### src/rtl/mon_dram_arbiter_if.sv
// rtl/mon_dram_arbiter_if.sv - data-RAM controller port shared by the monitor and the CPU
interface mon_dram_arbiter_if;
   logic         mem_req;
   logic         mem_we;
   logic [27:0]  mem_adr;
   logic [127:0] mem_wdata;
   logic [15:0]  mem_mask;
   logic         mem_ack;
   logic         mem_rvalid;
   logic [127:0] mem_rdata;

   // arbiter side
   modport master (
      output mem_req, mem_we, mem_adr, mem_wdata, mem_mask,
      input  mem_ack, mem_rvalid, mem_rdata
   );

   // RAM controller side
   modport slave (
      input  mem_req, mem_we, mem_adr, mem_wdata, mem_mask,
      output mem_ack, mem_rvalid, mem_rdata
   );
endinterface

### src/rtl/mon_dram_arbiter.sv
// rtl/mon_dram_arbiter.sv - shares the 128-bit data-RAM port between the UART monitor and the CPU
module mon_dram_arbiter #(
   parameter int MWQ_DEPTH  = 4,
   parameter int STARVE_LIM = 8
) (
   input  logic                clk,
   input  logic                rst,
   input  logic                mon_wen,
   input  logic [27:0]         mon_wadr,
   input  logic [127:0]        mon_wdata,
   input  logic [15:0]         mon_mask,
   input  logic                mon_rstart,
   input  logic [27:0]         mon_radr,
   output logic                mon_rvalid,
   output logic [127:0]        mon_rdata,
   output logic                mon_busy,
   output logic                mon_wovf,
   input  logic                cpu_req,
   input  logic                cpu_we,
   input  logic [27:0]         cpu_adr,
   input  logic [127:0]        cpu_wdata,
   input  logic [15:0]         cpu_mask,
   output logic                cpu_gnt,
   output logic                cpu_rvalid,
   output logic [127:0]        cpu_rdata,
   mon_dram_arbiter_if.master  mem
);

   localparam int PW = (MWQ_DEPTH > 1) ? $clog2(MWQ_DEPTH) : 1;
   localparam int CW = PW + 1;
   localparam int SW = $clog2(STARVE_LIM + 1);
   localparam logic [CW-1:0] FULL_CNT   = CW'(MWQ_DEPTH);
   localparam logic [SW-1:0] STARVE_MAX = SW'(STARVE_LIM);

   typedef enum logic [1:0] {S_IDLE, S_REQ, S_RWAIT} state_t;
   typedef enum logic [1:0] {OWN_NONE, OWN_MW, OWN_MR, OWN_CPU} owner_t;

   state_t state_q, state_d;
   owner_t owner_q, win;

   // monitor write FIFO
   logic [27:0]   q_adr  [MWQ_DEPTH];
   logic [127:0]  q_data [MWQ_DEPTH];
   logic [15:0]   q_mask [MWQ_DEPTH];
   logic [PW-1:0] wr_ptr, rd_ptr;
   logic [CW-1:0] q_cnt;
   logic          fifo_empty, fifo_full, push, pop, drop;

   // monitor read request
   logic          rd_pend;
   logic [27:0]   rd_adr_q;
   logic          rd_take, rd_elig;

   // starvation guard
   logic [SW-1:0] starve_cnt;
   logic          cpu_force;

   // registered request towards the RAM controller
   logic          req_we_q;
   logic [27:0]   req_adr_q;
   logic [127:0]  req_wdata_q;
   logic [15:0]   req_mask_q;

   logic          win_we;
   logic [27:0]   win_adr;
   logic [127:0]  win_wdata;
   logic [15:0]   win_mask;

   assign fifo_empty = (q_cnt == '0);
   assign fifo_full  = (q_cnt == FULL_CNT);
   // an entry leaves the FIFO only once the controller has taken it
   assign pop        = (state_q == S_REQ) && (owner_q == OWN_MW) && mem.mem_ack;
   // a full FIFO still accepts a push when it is popping in the same cycle
   assign push       = mon_wen && (!fifo_full || pop);
   assign drop       = mon_wen && fifo_full && !pop;

   // rd_pend stays set until the data returns, so it also covers an in-flight read
   assign rd_take    = mon_rstart && !rd_pend;
   // reads wait behind every buffered or arriving monitor write
   assign rd_elig    = (rd_pend || rd_take) && fifo_empty && !mon_wen;
   assign cpu_force  = cpu_req && (starve_cnt == STARVE_MAX);

   // FIFO storage write
   always_ff @(posedge clk) begin
      if (push) begin
         q_adr[wr_ptr]  <= mon_wadr;
         q_data[wr_ptr] <= mon_wdata;
         q_mask[wr_ptr] <= mon_mask;
      end
   end

   // FIFO pointers, fill count and sticky overflow flag
   always_ff @(posedge clk) begin
      if (rst) begin
         wr_ptr   <= '0;
         rd_ptr   <= '0;
         q_cnt    <= '0;
         mon_wovf <= 1'b0;
      end else begin
         if (push) wr_ptr <= wr_ptr + 1'b1;
         if (pop)  rd_ptr <= rd_ptr + 1'b1;
         case ({push, pop})
            2'b10:   q_cnt <= q_cnt + 1'b1;
            2'b01:   q_cnt <= q_cnt - 1'b1;
            default: q_cnt <= q_cnt;
         endcase
         if (drop) mon_wovf <= 1'b1;
      end
   end

   // pending monitor read: latched on start, released when its data returns
   always_ff @(posedge clk) begin
      if (rst) begin
         rd_pend  <= 1'b0;
         rd_adr_q <= '0;
      end else if (rd_take) begin
         rd_pend  <= 1'b1;
         rd_adr_q <= mon_radr;
      end else if (state_q == S_RWAIT && mem.mem_rvalid && owner_q == OWN_MR) begin
         rd_pend  <= 1'b0;
      end
   end

   // arbitration and next state
   always_comb begin
      state_d = state_q;
      win     = OWN_NONE;
      case (state_q)
         S_IDLE: begin
            if (cpu_force)        win = OWN_CPU;
            else if (!fifo_empty) win = OWN_MW;
            else if (rd_elig)     win = OWN_MR;
            else if (cpu_req)     win = OWN_CPU;
            if (win != OWN_NONE) state_d = S_REQ;
         end
         S_REQ: begin
            if (mem.mem_ack) state_d = req_we_q ? S_IDLE : S_RWAIT;
         end
         S_RWAIT: begin
            if (mem.mem_rvalid) state_d = S_IDLE;
         end
         default: state_d = S_IDLE;
      endcase
   end

   // request fields of the arbitration winner
   always_comb begin
      win_we    = 1'b0;
      win_adr   = '0;
      win_wdata = '0;
      win_mask  = '0;
      case (win)
         OWN_MW: begin
            win_we    = 1'b1;
            win_adr   = q_adr[rd_ptr];
            win_wdata = q_data[rd_ptr];
            win_mask  = q_mask[rd_ptr];
         end
         OWN_MR: begin
            win_adr   = rd_pend ? rd_adr_q : mon_radr;
         end
         OWN_CPU: begin
            win_we    = cpu_we;
            win_adr   = cpu_adr;
            win_wdata = cpu_wdata;
            win_mask  = cpu_mask;
         end
         default: ;
      endcase
   end

   // state register; owner and request fields frozen at grant until completion
   always_ff @(posedge clk) begin
      if (rst) begin
         state_q     <= S_IDLE;
         owner_q     <= OWN_NONE;
         req_we_q    <= 1'b0;
         req_adr_q   <= '0;
         req_wdata_q <= '0;
         req_mask_q  <= '0;
      end else begin
         state_q <= state_d;
         if (win != OWN_NONE) begin
            owner_q     <= win;
            req_we_q    <= win_we;
            req_adr_q   <= win_adr;
            req_wdata_q <= win_wdata;
            req_mask_q  <= win_mask;
         end
      end
   end

   // count monitor grants that pass over a waiting CPU request
   always_ff @(posedge clk) begin
      if (rst || !cpu_req || win == OWN_CPU) begin
         starve_cnt <= '0;
      end else if ((win == OWN_MW || win == OWN_MR) && starve_cnt != STARVE_MAX) begin
         starve_cnt <= starve_cnt + 1'b1;
      end
   end

   // route returning read data to its owner, one cycle after mem_rvalid
   always_ff @(posedge clk) begin
      if (rst) begin
         mon_rvalid <= 1'b0;
         cpu_rvalid <= 1'b0;
         mon_rdata  <= '0;
         cpu_rdata  <= '0;
      end else begin
         mon_rvalid <= 1'b0;
         cpu_rvalid <= 1'b0;
         if (state_q == S_RWAIT && mem.mem_rvalid) begin
            if (owner_q == OWN_MR) begin
               mon_rvalid <= 1'b1;
               mon_rdata  <= mem.mem_rdata;
            end
            if (owner_q == OWN_CPU) begin
               cpu_rvalid <= 1'b1;
               cpu_rdata  <= mem.mem_rdata;
            end
         end
      end
   end

   assign mem.mem_req   = (state_q == S_REQ);
   assign mem.mem_we    = (state_q == S_REQ) && req_we_q;
   assign mem.mem_adr   = req_adr_q;
   assign mem.mem_wdata = req_wdata_q;
   assign mem.mem_mask  = req_mask_q;

   assign cpu_gnt  = (state_q == S_REQ) && (owner_q == OWN_CPU) && mem.mem_ack;
   assign mon_busy = !fifo_empty || rd_pend ||
                     ((owner_q == OWN_MW || owner_q == OWN_MR) && state_q != S_IDLE);

endmodule

### src/flat_wrapper.sv
// flat-port wrapper written by rule: the top's interface ports become plain ports
module mon_dram_arbiter_flat 
#(
   parameter int MWQ_DEPTH  = 4,
   parameter int STARVE_LIM = 8
)
  (clk, rst, mon_wen, mon_wadr, mon_wdata, mon_mask, mon_rstart, mon_radr, mon_rvalid, mon_rdata, mon_busy, mon_wovf, cpu_req, cpu_we, cpu_adr, cpu_wdata, cpu_mask, cpu_gnt, cpu_rvalid, cpu_rdata, mem_mem_req, mem_mem_we, mem_mem_adr, mem_mem_wdata, mem_mem_mask, mem_mem_ack, mem_mem_rvalid, mem_mem_rdata);
  mon_dram_arbiter_if mem_i ();
  input  logic clk;
  input  logic rst;
  input  logic mon_wen;
  input  logic [27:0] mon_wadr;
  input  logic [127:0] mon_wdata;
  input  logic [15:0] mon_mask;
  input  logic mon_rstart;
  input  logic [27:0] mon_radr;
  output logic mon_rvalid;
  output logic [127:0] mon_rdata;
  output logic mon_busy;
  output logic mon_wovf;
  input  logic cpu_req;
  input  logic cpu_we;
  input  logic [27:0] cpu_adr;
  input  logic [127:0] cpu_wdata;
  input  logic [15:0] cpu_mask;
  output logic cpu_gnt;
  output logic cpu_rvalid;
  output logic [127:0] cpu_rdata;
  output wire logic [$bits(mem_i.mem_req)-1:0] mem_mem_req;
  output wire logic [$bits(mem_i.mem_we)-1:0] mem_mem_we;
  output wire logic [$bits(mem_i.mem_adr)-1:0] mem_mem_adr;
  output wire logic [$bits(mem_i.mem_wdata)-1:0] mem_mem_wdata;
  output wire logic [$bits(mem_i.mem_mask)-1:0] mem_mem_mask;
  input wire logic [$bits(mem_i.mem_ack)-1:0] mem_mem_ack;
  input wire logic [$bits(mem_i.mem_rvalid)-1:0] mem_mem_rvalid;
  input wire logic [$bits(mem_i.mem_rdata)-1:0] mem_mem_rdata;
  assign mem_mem_req = mem_i.mem_req;
  assign mem_mem_we = mem_i.mem_we;
  assign mem_mem_adr = mem_i.mem_adr;
  assign mem_mem_wdata = mem_i.mem_wdata;
  assign mem_mem_mask = mem_i.mem_mask;
  assign mem_i.mem_ack = mem_mem_ack;
  assign mem_i.mem_rvalid = mem_mem_rvalid;
  assign mem_i.mem_rdata = mem_mem_rdata;
  mon_dram_arbiter #(.MWQ_DEPTH(MWQ_DEPTH), .STARVE_LIM(STARVE_LIM)) u_core (.clk(clk), .rst(rst), .mon_wen(mon_wen), .mon_wadr(mon_wadr), .mon_wdata(mon_wdata), .mon_mask(mon_mask), .mon_rstart(mon_rstart), .mon_radr(mon_radr), .mon_rvalid(mon_rvalid), .mon_rdata(mon_rdata), .mon_busy(mon_busy), .mon_wovf(mon_wovf), .cpu_req(cpu_req), .cpu_we(cpu_we), .cpu_adr(cpu_adr), .cpu_wdata(cpu_wdata), .cpu_mask(cpu_mask), .cpu_gnt(cpu_gnt), .cpu_rvalid(cpu_rvalid), .cpu_rdata(cpu_rdata), .mem(mem_i));
endmodule
### config.mk
export PLATFORM = sky130hd
export DESIGN_NAME = mon_dram_arbiter_flat
export DESIGN_NICKNAME = d
export VERILOG_FILES = /design/src/rtl/mon_dram_arbiter_if.sv /design/src/rtl/mon_dram_arbiter.sv /design/src/flat_wrapper.sv
export SDC_FILE = /design/constraint.sdc
export NUM_CORES = 1
export LEC_CHECK = 0
export BUFFER_PORTS_ARGS = -buffer_cell sky130_fd_sc_hd__buf_2
export CORE_AREA = 2 2 370 372
export DETAILED_ROUTE_END_ITERATION = 12
export DIE_AREA = 0 0 372 374
export HOLD_SLACK_MARGIN = 0.1
export PLACE_DENSITY_LB_ADDON = 0.15
export RECOVER_POWER = 25
export SYNTH_ARGS = -nofsm -noshare
export SYNTH_HDL_FRONTEND = slang
export SYNTH_SLANG_ARGS = --single-unit
### constraint.sdc
create_clock -name clk -period 5.05 [get_ports clk]
set_input_delay 0.2525 -clock clk [delete_from_list [all_inputs] [get_ports clk]]
set_output_delay 0.2525 -clock clk [all_outputs]
set_load 0.01 [all_outputs]
### Word level (Yosys, flattened, before mapping)

Memories as Yosys holds them, arrays and structs flattened. A register that Yosys moved wholly into a read port is not among the register bits.
Cells that the tools add are included.

| cells by class | value |
|---|---|
| shift-type cells | 0 |
| reduce and logical (&&, ||, !) cells | 41 |
| divide/modulo/power cells | 0 |
| add/subtract/negate cells | 5 |
| order comparisons | 0 |
| $mul | 0 |
| muxes and demuxes | 29 |
| eq/ne operators | 16 |
| bitwise gates (word level) | 1 |

Operators with widths:

| kind | count |
|---|---|
| one-hot mux 128 bit (2 select lines) | 1 |
| one-hot mux 28 bit (3 select lines) | 1 |
| 2-to-1 mux 2 bit | 16 |
| one-hot mux 16 bit (2 select lines) | 1 |
| 2-to-1 mux 28 bit | 1 |
| logical AND 1 bit | 16 |
| == test 2 bit (second input constant) | 6 |
| nonzero test 2 bit | 5 |
| == test 2 x 1 -> 1 bit (second input constant) | 4 |
| logical OR 1 bit | 8 |
| zero test 1 bit | 6 |
| 2-to-1 mux 1 bit | 6 |
| one-hot mux 2 bit (3 select lines) | 1 |
| one-hot mux 3 bit (2 select lines) | 1 |
| adder 2 x 1 -> 2 bit (second input constant) | 2 |
| adder 4 x 1 -> 4 bit (second input constant) | 1 |
| == test 4 bit (second input constant) | 1 |
| inequality test 2 x 1 -> 1 bit (second input constant) | 2 |
| inequality test 4 bit (second input constant) | 1 |
| AND reduction 2 bit | 2 |
| adder 3 x 1 -> 3 bit (second input constant) | 1 |
| == test 3 bit (second input constant) | 1 |
| zero test 3 bit | 1 |
| AND reduction 3 bit | 1 |
| 6 further kinds | 6 |

| storage, ports and cells | value |
|---|---|
| logic and storage cells | 112 |
| bits in latches | 0 |
| input port bits | 508 |
| register bits after elaboration | 476 |
| bits in writable memories | 688 |
| memories | 3 |
| memory bits (read-only) | 0 |

Memory list:

| name | words | width | rd ports | clocked after Yosys merged registers in | write ports | line | source |
|---|---|---|---|---|---|---|---|
| u_core.q_data | 4 | 128 | 1 | 1 | 1 | mon_dram_arbiter.sv:43 | `logic [127:0] q_data [MWQ_DEPTH];` |
| u_core.q_adr | 4 | 28 | 1 | 1 | 1 | mon_dram_arbiter.sv:42 | `logic [27:0] q_adr [MWQ_DEPTH];` |
| u_core.q_mask | 4 | 16 | 1 | 1 | 1 | mon_dram_arbiter.sv:44 | `logic [15:0] q_mask [MWQ_DEPTH];` |

### Longest topological paths before layout

Gate-level depths: netlist of the first run.

| logic depth | value |
|---|---|
| depth after elaboration | 13 |
| mapped depth | 14 |
| mapped depth without buffers | 11 |

### Worst setup path after synthesis of the first run

No wires, ideal clock.

| timing path | value |
|---|---|
| path type | reg2reg |
| from | register u_core.owner_q[0] |
| to | memory u_core.q_adr[1][0], enable pin |
| setup slack | -0.550 ns |
| period minus slack after synthesis | 5.600 ns |
| setup time | 0.553 ns |
| data required time | 4.497 ns |
| path buffers | 0 |
| cell stages (with the launch flop) | 5 |
| data arrival time | 5.047 ns |
| cell sequence | dfxtp_1 -> ha_1 -> nand4b_1 -> a31oi_1 -> and2_1 |

| between the ends | value |
|---|---|
| longest elaborated chain between the ends | 7 |

RTL lines:

| element | line | source |
|---|---|---|
| start: declaration | mon_dram_arbiter.sv:39 | `owner_t owner_q, win;` |
| start signal: assignment | mon_dram_arbiter.sv:184 | `owner_q <= win;` |
| == test 2 x 1 -> 1 bit | mon_dram_arbiter.sv:72 | `assign pop = (state_q == S_REQ) && (owner_q == OWN_MW) && mem.mem_ack;` |
| logical AND 1 bit (2 in series) | mon_dram_arbiter.sv:72 |  |
| logical OR 1 bit | mon_dram_arbiter.sv:74 | `assign push = mon_wen && (!fifo_full \|\| pop);` |
| logical AND 1 bit | mon_dram_arbiter.sv:74 |  |
| 2-to-1 mux 1 bit | mon_dram_arbiter.sv:85 | `if (push) begin` |
| 2-to-1 mux 1 bit (implied by the code) | mon_dram_arbiter.sv:86 | `q_adr[wr_ptr] <= mon_wadr;` |
| end: declaration | mon_dram_arbiter.sv:42 |  |

No other way between the ends.

### Final worst setup path of the first run

| timing path | value |
|---|---|
| from | register u_core.starve_cnt[0] |
| to | register u_core.req_wdata_q[90], in the netlist u_core.mem.mem_wdata[90] |

| between the ends | value |
|---|---|
| longest elaborated chain between the ends | 7 |

RTL lines:

| element | line | source |
|---|---|---|
| start: declaration | mon_dram_arbiter.sv:55 | `logic [SW-1:0] starve_cnt;` |
| start signal: assignment | mon_dram_arbiter.sv:198 | `starve_cnt <= starve_cnt + 1'b1;` |
| == test 4 bit * | mon_dram_arbiter.sv:81 | `assign cpu_force = cpu_req && (starve_cnt == STARVE_MAX);` |
| logical AND 1 bit * | mon_dram_arbiter.sv:81 |  |
| 2-to-1 mux 2 bit * | mon_dram_arbiter.sv:130 | `if (cpu_force) win = OWN_CPU;` |
| 2-to-1 mux 2 bit * (2 in series) | mon_dram_arbiter.sv:128 | `case (state_q)` |
| via u_core.win[0] | mon_dram_arbiter.sv:39 |  |
| == test 2 bit or == test 2 x 1 -> 1 bit (tied branches) | mon_dram_arbiter.sv:152 | `case (win)` |
| one-hot mux 128 bit (2 select lines) | mon_dram_arbiter.sv:152 |  |
| end signal: assignment | mon_dram_arbiter.sv:187 | `req_wdata_q <= win_wdata;` |
| end: declaration | mon_dram_arbiter.sv:61 | `logic [127:0] req_wdata_q;` |

The timed path passes the listed nets; every way through them passes the cells marked *. The select of a mux whose other input is x is not followed.
A chain may end at the register's enable or synchronous reset.

==> key figures, run 1 <==
Power and ir drop
  • Sw frac: between 20% and 30%
  • P per Cell Area: between 300 and 400 nW/um^2
  • Total internal power: roughly 17000 uW
  • Static Leak: around 0.022 uW
  • Clk pwr share: between 40% and 50%
  • Seq pwr share: 47.0%
  • Net Switching: about 5700 uW
  • Gate power share: 11.1%
  • Worst vdd ir: between 0.2 and 0.25 mV

Synthesis
  • Ys Warns: 0
  • Syn_area_per_cell: about 13 sq um
  • Mapped cell area: ~44000 sq um
  • Ranking of synthesized cells by area: edfxtp_1 (47%), dfxtp_1 (22%), mux2i_1 (6.6%)
  • Synth area leader: edfxtp_1
  • Post-synthesis cell type count: between 40 and 50
  • Ys flop type: edfxtp_1
  • Async SR Flop Fraction: 0%
  • Seq cells post-synth: 1166
  • Sequential-to-total area share from yosys stat: 69.3%
  • Top-area cell type share of the netlist area: 47.4%
  • Post-synthesis net count: between 3000 and 4000
  • Cell count after synthesis: 3402
  • Post-synth EDFFs: around 690

Floorplan
  • Starting Density: between 30% and 40%
  • Chip width: ~370 microns
  • Die Height: around 370 microns
  • Ports: between 900 and 1000
  • Core area: 135000 sq um
  • DIE AREA: 139000 sq um
  • Rows: 135

Worst setup path
  • R2R setup slack: approximately 1.7 ns
  • Crit path arrival time: a little under 4 ns
  • Crit. End Element: flop
  • RR Startpoint: u_core.starve_cnt[0]$_SDFFE_PP0P_
  • Crit Path Class: flop to flop
  • CP required: 5.69 ns
  • R2r endpoint: u_core.mem.mem_wdata[90]$_SDFFE_PP0P_
  • Startpoint types: flop
  • Crit path max fanout: between 40 and 50
  • Worst Reg-to-Reg Cells: 12

Route
  • Antenna-violating nets left: 0
  • First-pass DRT Iterations: 5
  • Final wirelength: ~140 mm
  • Drt wl/cell: about 21 microns
  • Post-route DRC violation count: 0
  • First-iteration detailed-routing DRC count: 2129
  • DR vias/cell: 4.75
  • Via count: between 30000 and 40000

Timing
  • Setup-failing EPs final: 0
  • Final worst path period need: 3.32 ns
  • Fin. Hold Viols: 0
  • Worst Skew: 0.0321 ns
  • Unrepaired setup endpoints after global routing: false
  • Final period util: around 66%
  • WHS: 0.291 ns
  • Count of final max-slew check failures: 0
  • Final TNS setup: 0 ns
  • Max Fclk: around 300 MHz
  • Max-slew headroom: between 20% and 30%
  • Slew @ Worst Pin: around 1.1 ns

Clock network
  • CTS sink cnt: 1166
  • Clock latency on the worst-skew pair: 0.76 ns
  • CTS H-tree depth: 4
  • CTS tree: built
  • Clk buf depth: 3
  • CTS buffer count: 132
  • Root Driver: clkbuf_16
  • Clock transition at path regs: ~0.06 ns

Run status
  • Run status: finished clean

Min path
  • Worst Hold Class: input port to flop
  • Worst hold path endpoint: u_core.mem.mem_wdata[44]$_SDFFE_PP0P_
  • Worst Hold Depth: 4
  • Min-delay src: cpu_wdata[44]

Placement
  • DPL Wire Length: between 90 and 100 mm
  • # port buffers: 942
  • GP Congestion: between 0.8 and 0.9

Cells and area
  • Share of cells above drive strength 1: 25.2%
  • P&R area growth vs syn: 37.5%
  • Most common cell after layout, fill and taps aside: buf_2
  • Post-layout util: 44.4%
  • Final nets: ~5400
  • Commonest non-fill, non-tap cells in the layout: buf_2 (793), nand2_1 (750), edfxtp_1 (688), dlygate4sd3_1 (550), dfxtp_1 (477)

Flow run
  • Max-Cap Viols: 0

Global routing
  • Total track usage: 20.1%
  • Initial antenna violation count: 38
  • Vias in the first global route: 32300
  • Largest net degree at the start of global routing: between 150 and 200
  • Global route overflow: 0
  • Global-route wire length before repair: between 200 and 250 mm
-- power groups by stage --
stage | Clock (uW) | Sequential [uW] | Combinational (uW)
global route | 10100 | 10700 | 2740
detailed placement | 0 | 10900 | 2210
CTS | 9760 | 10700 | 2580
floorplan | 0 | 10900 | 1160
finish | 9510 | 10700 | 2530
global placement | 0 | 10900 | 2200
-- repair_timing --
item	CTS	global route
gates resized for setup	0	0
hold endpoints to repair	1164	0
endpoints found under the setup margin	0	0
buffers inserted	0	0
hold buffers	550	0
-- layer usage --
layer  vias to the layer above  wire (microns)  GRT usage [%]
li1                      15300               -              -
met1                     15500           59200           24.5
met2                      1020           71300           34.0
met3                       255            9020           4.73
met4                        22            5310           7.97
met5                         -             124              0
-- state kept, by name (all words and copies together) (netlist names), 16 cells and up, named ones only --
signal	flops
u_core.mem.mem_mask	16
u_core.mon_rdata	128
u_core.q_adr	112
u_core.cpu_rdata	128
u_core.q_mask	64
u_core.q_data	512
u_core.mem.mem_adr	28
u_core.mem.mem_wdata	128
u_core.rd_adr_q	28
-- cell usage after synthesis, types with 2 or more instances --
cell type and n:
a211oi_1 2, a21oi_1 434, a221oi_1 56, and2_1 7, buf_1 16, buf_2 59, buf_4 3, buf_6 5
buf_8 10, clkbuf_1 141, dfxtp_1 478, edfxtp_1 688, ha_1 14, inv_1 42, mux2_2 28, mux2i_1 289
mux4_2 28, nand2_1 753, nand2b_1 2, nand3_1 3, nor2_1 21, nor2b_1 2, o21ai_0 7, o21ai_1 2
o21ai_2 137, o22ai_1 145, or2_2 2, or2_4 2, or3_1 3, xnor2_1 3, xor2_1 5
-- through the flow --
stage / setup slack, ns / power [uW] / cells / cell area, sq um
final: 1.73 / 22700 / 6758 / 60000
after global routing: 1.49 / 23600 / 6755 / 59900
after CTS: 1.71 / 23000 / 6736 / 60100
after detailed placement: 1.74 / 13100 / 5947 / 50300
after global placement: 1.77 / 13100 / 5947 / 50300
after floorplan: 1.35 / 12100 / 3402 / 43600
-- worst max-delay path: stages, from the launching register on --
cell and delay (ns):
dfxtp_1 0.35, inv_1 0.08, ha_1 0.21, and4b_1 0.18, a211oi_1 0.33, or2_2 0.21, inv_1 0.08, ha_1 0.33
nand2_4 0.51, buf_4 0.47, o22ai_1 0.18, a21oi_1 0.17, o21ai_2 0.06
-- kinds of logic after synthesis --
kind of cell	count (synthesis)	synth area share, %
flip-flops	1166	69.3
AND/OR/NAND/NOR	803	7.11
AO/OA/AOI/OAI	788	11.2
multiplexers	345	8.81
buffers and inverters	277	2.96
adder cells (fa/ha/maj)	15	0.448
XOR/XNOR	8	0.161
-- final cells by class --
cell class / instances / area [sq um]
fill: 12800 / 75000
sequential: 1166 / 30200
multi-input combinational: 1959 / 12100
timing repair buffer: 1549 / 10800
clock buffer: 183 / 3740
tap: 1781 / 2230
clock inverter: 56 / 582
inverter: 42 / 158
antenna: 22 / 55.1
-- worst max path at each step --
| stage | from | endpoint | slack (ns) | cells after the start |
|---|---|---|---|---|
| 6_report | u_core.starve_cnt[0]$_SDFFE_PP0P_ | u_core.mem.mem_wdata[90]$_SDFFE_PP0P_ | 1.73 | 12 |
| 2_1_floorplan | u_core.owner_q[0]$_SDFFE_PP0P_ | u_core.q_adr[0][0]$_DFFE_PP_ | 1.35 | 4 |
| 3_5_place_dp | u_core.starve_cnt[0]$_SDFFE_PP0P_ | u_core.mem.mem_wdata[90]$_SDFFE_PP0P_ | 1.74 | 12 |
| 3_3_place_gp | u_core.starve_cnt[0]$_SDFFE_PP0P_ | u_core.mem.mem_wdata[75]$_SDFFE_PP0P_ | 1.77 | 12 |
| 4_1_cts | u_core.starve_cnt[0]$_SDFFE_PP0P_ | u_core.mem.mem_wdata[90]$_SDFFE_PP0P_ | 1.71 | 12 |
| 5_1_grt | u_core.starve_cnt[0]$_SDFFE_PP0P_ | u_core.mem.mem_wdata[90]$_SDFFE_PP0P_ | 1.49 | 12 |
(Power assumes the default switching activity.)
==> run 2, diff against run 1 <==
--- a/config.mk
+++ b/config.mk
@@ -6,9 +6,9 @@
 export NUM_CORES = 1
 export LEC_CHECK = 0
 export BUFFER_PORTS_ARGS = -buffer_cell sky130_fd_sc_hd__buf_2
-export CORE_AREA = 2 2 370 372
+export CORE_AREA = 2 2 363 365
 export DETAILED_ROUTE_END_ITERATION = 12
-export DIE_AREA = 0 0 372 374
+export DIE_AREA = 0 0 365 367
 export HOLD_SLACK_MARGIN = 0.1
 export PLACE_DENSITY_LB_ADDON = 0.15
 export RECOVER_POWER = 25
==> constraint.sdc (replaced) <==
create_clock -name clk -period 3.4 [get_ports clk]
set_input_delay 0.17 -clock clk [delete_from_list [all_inputs] [get_ports clk]]
set_output_delay 0.17 -clock clk [all_outputs]
set_load 0.01 [all_outputs]
==> run 2 against run 1 <==
  * Clock skew up 0.0027 ns
  * Die area is 3.7% lower
  * Largest power group unchanged
  * Global-route usage up 0.46 points
  * Critical path type unchanged
  * First-iteration DRC count is 9.2% lower
==> key figures, run 2 (synthesis results as in run 1) <==
Placement
  • # port buffers: between 900 and 1000
  • Placed Area: just over 50000 sq um
  • Pre-CTS setup slack: 0.463 ns
  • DPL Wire Length: around 95 mm
  • Cells after DPL: between 5000 and 6000
  • GP Congestion: between 0.8 and 0.9

Min path
  • Worst Hold Depth: 4
  • Worst hold path endpoint: u_core.mem.mem_wdata[17]$_SDFFE_PP0P_
  • Min-delay src: cpu_wdata[17]
  • Worst Hold Class: input port to flop

Clock network
  • Post-cts sizing count: 0
  • CTS H-tree depth: 4
  • Clk buf depth: 3
  • CTS tree: built
  • Clock latency on the worst-skew pair: about 0.77 ns
  • Root Driver: clkbuf_16
  • CTS sink cnt: 1166
  • Clock transition at path regs: around 0.060 ns
  • CTS buffer count: between 100 and 150

Worst setup path
  • CP required: about 4 ns
  • Crit path max fanout: 36
  • R2r endpoint: u_core.mem.mem_wdata[57]$_SDFFE_PP0P_
  • Crit. End Element: flop
  • Worst Reg-to-Reg Cells: 9
  • R2R setup slack: ~0.44 ns
  • RR Startpoint: u_core.q_cnt[2]$_SDFFE_PP0P_
  • Crit path arrival time: around 3.6 ns
  • Crit Path Class: flop to flop
  • Startpoint types: flop

Cells and area
  • P&R area growth vs syn: 39.2%
  • Biggest register: u_core.q_data
  • Filler Cell Count: between 10000 and 15000
  • Finished Cell Area: 60700 sq um
  • Commonest non-fill, non-tap cells in the layout: buf_2 (796), nand2_1 (750), edfxtp_1 (688), dlygate4sd3_1 (580), dfxtp_1 (477)
  • FF+latch area: 30200 sq um
  • Max FFs per register: approximately 510
  • Final cell count without fillers: slightly below 7000
  • Area of the multi-input gates: between 10000 and 15000 sq um
  • Share of cells above drive strength 1: between 20 and 30%
  • Final nets: ~5400
  • Post-layout util: 46.5%
  • Most common cell after layout, fill and taps aside: buf_2

Route
  • Final wirelength: roughly 140 mm
  • DR vias/cell: between 4 and 5
  • First-iteration detailed-routing DRC count: 1933
  • Via count: around 32000
  • First-pass DRT Iterations: 5
  • Post-route DRC violation count: 0
  • Drt wl/cell: ~21 microns
  • Antenna-violating nets left: 0

Run status
  • Run status: finished clean

Timing
  • Setup-failing EPs final: 0
  • Slew @ Worst Pin: approximately 1.0 ns
  • Final worst path period need: ~3.0 ns
  • Final period util: 87.2%
  • Count of final max-slew check failures: 0
  • Max Fclk: 337 MHz
  • Worst Setup Slack, final: around 0.44 ns
  • Worst Skew: roughly 0.035 ns
  • Unrepaired setup endpoints after global routing: false
  • Fin. Hold Viols: 0
  • Max-slew headroom: 30.1%

Floorplan
  • Ports: 943
  • Rows: 133
  • Core area: ~130000 sq um
  • DIE AREA: 134000 sq um
  • Chip width: between 300 and 400 microns
  • Starting Density: 33.4%
  • Die Height: 367 microns

Flow run
  • Max-Cap Viols: 0

Global routing
  • Total track usage: around a fifth
  • Vias in the first global route: 32400
  • Global route overflow: 0
  • Largest net degree at the start of global routing: 184
  • Initial antenna violation count: 36
  • Global-route wire length before repair: 207 mm

Power and ir drop
  • Static Leak: 0.0222 uW
  • P per Cell Area: 558 nW/um^2
  • Worst vdd ir: between 0.4 and 0.5 mV
[run 2: through the flow]
step	TNS (ns)	power (uW)	hold WS (ns)
4_1_cts	0	34300	0.102
3_3_place_gp	0	19400	0.384
3_5_place_dp	0	19400	0.386
6_report	0	33900	0.201
2_1_floorplan	-209.07	17900	0.269
5_1_grt	0	35200	0.172
[run 2: how the worst max path moves through the flow]
| stage | cells past startpoint | slack, ns | from | end |
|---|---|---|---|---|
| 2_1_floorplan | 4 | -0.30 | u_core.owner_q[0]$_SDFFE_PP0P_ | u_core.q_adr[0][0]$_DFFE_PP_ |
| 3_3_place_gp | 11 | 0.48 | u_core.starve_cnt[0]$_SDFFE_PP0P_ | u_core.mem.mem_wdata[23]$_SDFFE_PP0P_ |
| 3_5_place_dp | 9 | 0.46 | u_core.q_cnt[2]$_SDFFE_PP0P_ | u_core.mem.mem_mask[6]$_SDFFE_PP0P_ |
| 4_1_cts | 9 | 0.46 | u_core.q_cnt[2]$_SDFFE_PP0P_ | u_core.mem.mem_wdata[58]$_SDFFE_PP0P_ |
| 5_1_grt | 12 | 0.25 | u_core.starve_cnt[0]$_SDFFE_PP0P_ | u_core.mem.mem_wdata[45]$_SDFFE_PP0P_ |
| 6_report | 9 | 0.44 | u_core.q_cnt[2]$_SDFFE_PP0P_ | u_core.mem.mem_wdata[57]$_SDFFE_PP0P_ |
[run 2: worst max-delay path, cell delays in order, from the launching register on]
cell     delay, ns
dfxtp_1       0.33
or3_1         0.45
nor2_1        0.13
a21oi_1       0.08
or2_2         0.31
ha_2          0.18
or3_1         0.39
or2_4         0.48
buf_12        0.30
o21ai_2       0.17
[run 2: cell type report]
class                           instances  share of cell area [%]
Sequential cell                      1166                    49.8
Multi-Input combinational cell       1959                    20.0
Timing Repair Buffer                 1607                    19.0
Clock buffer                          180                    6.18
Tap cell                             1755                    3.62
Clock inverter                         61                    1.05
Inverter                               42                   0.260
Antenna cell                           21                  0.0866
[run 2: what timing repair did]
item                        CTS  global route
hold endpoints to repair   1164             0
hold buffers                580             0
setup endpoints to repair     0             0
buffers inserted              0             0
[run 2: power by group]
group	total (uW)	leakage (uW)	switching [uW]	internal (uW)
registers	15800	0.0102	216	15600
logic	3820	0.00984	2260	1560
clock network	14200	0.00216	5880	8340
[run 2: routing by layer]
metal  global-route usage [%]  wire, microns  share of wire (%)  vias to the layer above
li1                         -              -                  -                    15400
met1                     24.7          58300                 41                    15600
met2                     35.2          70000                 49                      931
met3                     5.56           9430                6.6                      224
met4                     7.07           4310                3.0                       30
met5                        0            199               0.14                        -
